[config.mk]
export PLATFORM = sky130hd
export DESIGN_NAME = irq_line_conditioner
export DESIGN_NICKNAME = d
export VERILOG_FILES = /design/src/rtl/irq_line_conditioner.sv
export SDC_FILE = /design/constraint.sdc
export NUM_CORES = 1
export LEC_CHECK = 0
export ABC_CLOCK_PERIOD_IN_PS = 5600
export CAP_MARGIN = 20
export CORE_MARGIN = 2
export CORE_UTILIZATION = 40
export DETAILED_ROUTE_END_ITERATION = 12
export GPL_TIMING_DRIVEN = 1
export MAX_ROUTING_LAYER = met4
export PLACE_DENSITY = 0.62
export RECOVER_POWER = 50
export SLEW_MARGIN = 20
export SYNTH_ARGS = -nofsm -noshare
export SYNTH_HDL_FRONTEND = slang
export SYNTH_SLANG_ARGS = --single-unit
[constraint.sdc]
create_clock -name clk -period 5.6 [get_ports clk]
set_input_delay 0.84 -clock clk [delete_from_list [all_inputs] [get_ports clk]]
set_output_delay 0.84 -clock clk [all_outputs]
set_load 0.02 [all_outputs]
[src/rtl/irq_line_conditioner.sv]
// Conditions external interrupt pins: 2-flop sync, per-line debounce, level or latched-edge request.
// Optional per-line 8-bit saturating rise counters when IRQ_EVENT_COUNT_EN is defined.
module irq_line_conditioner #(
   parameter int unsigned N_LINES         = 7,
   parameter int unsigned DEBOUNCE_CYCLES = 50000,
   parameter int unsigned CNT_W           = 16
) (
   input  logic                   clk,
   input  logic                   rst,
   input  logic [N_LINES-1:0]     ir_raw,
   input  logic [N_LINES-1:0]     ir_mode,
   input  logic [N_LINES-1:0]     ir_mask,
   input  logic [N_LINES-1:0]     ir_ack,
`ifdef IRQ_EVENT_COUNT_EN
   input  logic [N_LINES-1:0]     ir_cnt_clr,
   output logic [8*N_LINES-1:0]   ir_evt_cnt,
`endif
   output logic [N_LINES-1:0]     ir_out,
   output logic [N_LINES-1:0]     ir_stable,
   output logic [N_LINES-1:0]     ir_pend
);

   typedef enum logic {StIdle, StPend} line_st_e;

   localparam logic [CNT_W-1:0] CntMax = CNT_W'(DEBOUNCE_CYCLES - 1);

   logic [N_LINES-1:0] sync1_q, sync2_q;
   logic [N_LINES-1:0] stable_q, stable_d;
   logic [N_LINES-1:0] stable_dly_q;
   logic [N_LINES-1:0] out_q, out_d;
   logic [N_LINES-1:0] rise;
   logic [CNT_W-1:0]   cnt_q [N_LINES];
   logic [CNT_W-1:0]   cnt_d [N_LINES];
   line_st_e           state_q [N_LINES];
   line_st_e           state_d [N_LINES];

   always_comb begin
      rise = stable_q & ~stable_dly_q;
      for (int i = 0; i < N_LINES; i++) begin
         stable_d[i] = stable_q[i];
         cnt_d[i]    = cnt_q[i];
         if (sync2_q[i] == stable_q[i]) begin
            cnt_d[i] = '0;
         end else if (cnt_q[i] == CntMax) begin
            stable_d[i] = sync2_q[i];
            cnt_d[i]    = '0;
         end else begin
            cnt_d[i] = cnt_q[i] + 1'b1;
         end

         // A new rise wins over a same-cycle ack; leaving edge mode drops the request.
         state_d[i] = state_q[i];
         unique case (state_q[i])
            StIdle: if (ir_mode[i] && rise[i]) state_d[i] = StPend;
            StPend: if (ir_ack[i] && !rise[i]) state_d[i] = StIdle;
         endcase
         if (!ir_mode[i]) state_d[i] = StIdle;

         out_d[i] = ~ir_mask[i] & (ir_mode[i] ? (state_d[i] == StPend) : stable_q[i]);
      end
   end

   always_ff @(posedge clk or posedge rst) begin
      if (rst) begin
         sync1_q      <= '0;
         sync2_q      <= '0;
         stable_q     <= '0;
         stable_dly_q <= '0;
         out_q        <= '0;
         for (int i = 0; i < N_LINES; i++) begin
            cnt_q[i]   <= '0;
            state_q[i] <= StIdle;
         end
      end else begin
         sync1_q      <= ir_raw;
         sync2_q      <= sync1_q;
         stable_q     <= stable_d;
         stable_dly_q <= stable_q;
         out_q        <= out_d;
         for (int i = 0; i < N_LINES; i++) begin
            cnt_q[i]   <= cnt_d[i];
            state_q[i] <= state_d[i];
         end
      end
   end

   always_comb begin
      for (int i = 0; i < N_LINES; i++) begin
         ir_pend[i] = (state_q[i] == StPend);
      end
   end

   assign ir_out    = out_q;
   assign ir_stable = stable_q;

`ifdef IRQ_EVENT_COUNT_EN
   logic [7:0] evt_q [N_LINES];
   logic [7:0] evt_d [N_LINES];

   always_comb begin
      for (int i = 0; i < N_LINES; i++) begin
         evt_d[i] = evt_q[i];
         if (ir_cnt_clr[i]) begin
            evt_d[i] = '0;
         end else if (rise[i] && (evt_q[i] != 8'hff)) begin
            evt_d[i] = evt_q[i] + 8'd1;
         end
      end
   end

   always_ff @(posedge clk or posedge rst) begin
      if (rst) begin
         for (int i = 0; i < N_LINES; i++) evt_q[i] <= '0;
      end else begin
         for (int i = 0; i < N_LINES; i++) evt_q[i] <= evt_d[i];
      end
   end

   always_comb begin
      for (int i = 0; i < N_LINES; i++) begin
         ir_evt_cnt[8*i +: 8] = evt_q[i];
      end
   end
`endif

endmodule

==> results.md <==
- FFs w/ async S/R, synth: 100.0%
- First-pass detailed-route iteration total: 4
- Worst-Margin Slew: roughly 2500 ps
- # Post-CTS Setup Buffers: 0
- I/O Pins: between 50 and 60
- GR Util All Layers: 14.86%
- Clock Path Buffers: 2
- # hold bufs at CTS: 0
- Fraction of layout cells with a size suffix above 1: just under 7%
- Tot Pwr: about 2300 uW
- TNS Setup: 0 ps
- Hold crit path type: register to register
- LEAKAGE: between 0.003 and 0.004 uW
- Syn Inst Count: ~670
- Wirelength per Cell: about 13 um
- Number of diodes: 0
- CTS Buf Count: 17
- Placer congestion estimate: slightly above 0.8
- Util after Layout: roughly 48%
- Relative slew slack: -67.82%
- Clk sinks: about 150
- Largest stage delay, worst path: between 1500 and 2000 ps
- Yosys cell types: 38
- Vias in the first global route: roughly 4800
- Arrival time worst endpoint: 3650 ps
- Final setup violation count: 0
- Outcome: complete, but fails checks
- CP Buf/Inv Count: 3
- Core Area: 17180 sq um
- Cells resized by post-CTS repair: 0
- Post-synthesis net count: roughly 700
- CP Launch Type: primary input
- Input/output buffers: 50
- H-tree depth: 4
- CTS tree: built
- Die Width: 136.1 um
- Synth Area per Inst: approximately 10 sq um
- RSZ-0062 raised after global routing: no
- Min cycle time layout: ~3100 ps
- Yosys top cell area share: ~55%
- Standard-cell row count: 48
- CP Data Required Time: 6150 ps
- Vias per Instance: 5.020
- Cell Area, Synth: between 6000 and 7000 sq um
- Final Hold Vio Count: 0
- Critical Path, Cell by Cell: dlygate4sd3_1 > clkinvlp_4 > buf_4
- Slowest cell on crit path: clkinvlp_4
- Initial antenna violation count: 0
- Ys flop type: dfrtp_1
- Largest net degree at the start of global routing: ~130
- Nets: roughly 760
- Clock latency on the worst-skew pair: 410 ps
- CTS Root Cell: clkbuf_16
- Max cap viols: 1
- Via count: roughly 4800
- Worst VDD drop: ~0.21 mV
- Routed Wire Length: roughly 12 mm
- First-pass GRT wire length: approximately 22 mm
- Power per cell area: ~280 nW/um^2
- Die area: ~19000 sq um
- Area contributors post-synth: dfrtp_1, xnor2_1, nor2_1
- Violated checks: max-capacitance violations, max-slew violations
- Die Span Y: around 140 um
- Max Clk Rate: 322.7 MHz
- CP Capture Type: async pin
- Final Max Slew Viols: roughly 130
- # fillers: roughly 1600
- Final ANT Viol Nets: 0
- Crit path max-delay family: buffers and inverters
- Drt initial violations: around 360
- Clock transition at path regs: roughly 60 ps
- Final HPWL DP: just over 8 mm
- Post-synth EDFFs: 0
- Cell taking the most area after synthesis: dfrtp_1
- Warnings, synthesis: 0
- Initial Util: between 40% and 50%
- Crit-path max FO: approximately 120
- Worst setup path class: primary input to async pin
- Total congestion overflow: 0
- Final Cycle Share: between 50% and 60%
- Residual DRC: 0
- Synthesis-to-finish area growth: 18.92%
- FF+latch count, synth: ~150
- Seq/Total Area, Yosys: a little under three fifths
- Setup Skew: between 6 and 7 ps
## final timing paths
path	startpoint	end	slack, ps	cells after the start
hold reg to reg	sync1_q[2]	sync2_q[2]	350	0
setup reg to reg	cnt_q[96]	cnt_q[107]	3520	4
min in group asynchronous	rst	cnt_q[107]	1700	2
hold / removal	sync1_q[2]	sync2_q[2]	350	0
max in group clk	ir_stable[3]	ir_stable[3]	3230	1
setup / recovery	rst	cnt_q[15]	2500	3
## final cells by class
cell class              count  area [sq um]  share of cell area [%]
flip-flops and latches    154          3854                   46.41
multi-input cells         476          2979                   35.88
repair buffers             51         508.0                   6.118
clock buffers              19         452.9                   5.455
well taps                 225         281.5                   3.391
clock inverters            13         126.4                   1.522
inverters                  26         101.3                   1.221
## cells in the mapped netlist, drive strengths merged, types with 2 or more instances
cell	number
ha	7
nand2	35
xor2	26
o41ai	2
nand3	42
xnor2	75
nand2b	14
or3	3
o31ai	2
clkbuf	4
mux2	7
nand3b	2
or2	2
nor4	27
dfrtp	154
a21oi	11
nor4b	6
nand4	29
nor3	24
nor2	126
or4	2
and3	13
a2bb2oi	7
buf	5
and2	2
nor4bb	8
inv	26
## report_power, final
part / switching, uW / internal [uW]
Combinational: 48.3 / 32.8
Sequential: 15.3 / 1130
Clock: 433 / 674
## layer usage
layer  global-route usage [%]  vias to the layer above  wire length [um]
met5                        -                        -                 0
met4                    5.266                        0               146
met3                    3.803                        9               303
met2                    23.03                       56              5927
met1                    18.96                     2367              5919
li1                         -                     2407                 -
## metrics by stage
stage               worst slack, ps  instances  instance area [sq um]  hold slack [ps]
floorplan                     610.2        665                   6982            331.2
global placement               3007        932                   7725            335.4
detailed placement             2971        932                   7725            338.6
CTS                            3182        964                   8304            352.5
global route                   1978        964                   8303            362.5
finish                         2501        964                   8303            350.5
## cell usage in the layout (no fill, tap or decap), types with 8 or more instances in the layout
cell	Yosys	layout
clkbuf_16	0	17
nor4_1	27	27
inv_1	26	25
nor4bb_1	8	8
clkdlybuf4s50_1	0	35
nand4_1	27	27
nor3_1	24	24
nand2_1	35	35
nor2_1	126	126
nand3_1	41	41
a21oi_1	11	11
nand2b_1	14	14
xnor2_1	75	75
dfrtp_1	154	154
dlygate4sd3_1	0	15
xor2_1	26	26
and3_1	13	13
## logic make-up after synthesis
group                    synth area share (%)
XOR/XNOR                                12.67
multiplexers                            1.129
AND/OR/NAND/NOR                         24.75
adder cells (fa/ha/maj)                 1.254
AO/OA/AOI/OAI                           2.867
flip-flops                              55.20
buffers and inverters                   2.132
## registers in the layout, summed over array words and instances (netlist names)
register,count
ir_pend,7
ir_out,7
sync1_q,7
ir_stable,7
stable_dly_q,7
sync2_q,7
cnt_q,112
Note: power is estimated with default switching activity, not from simulation.
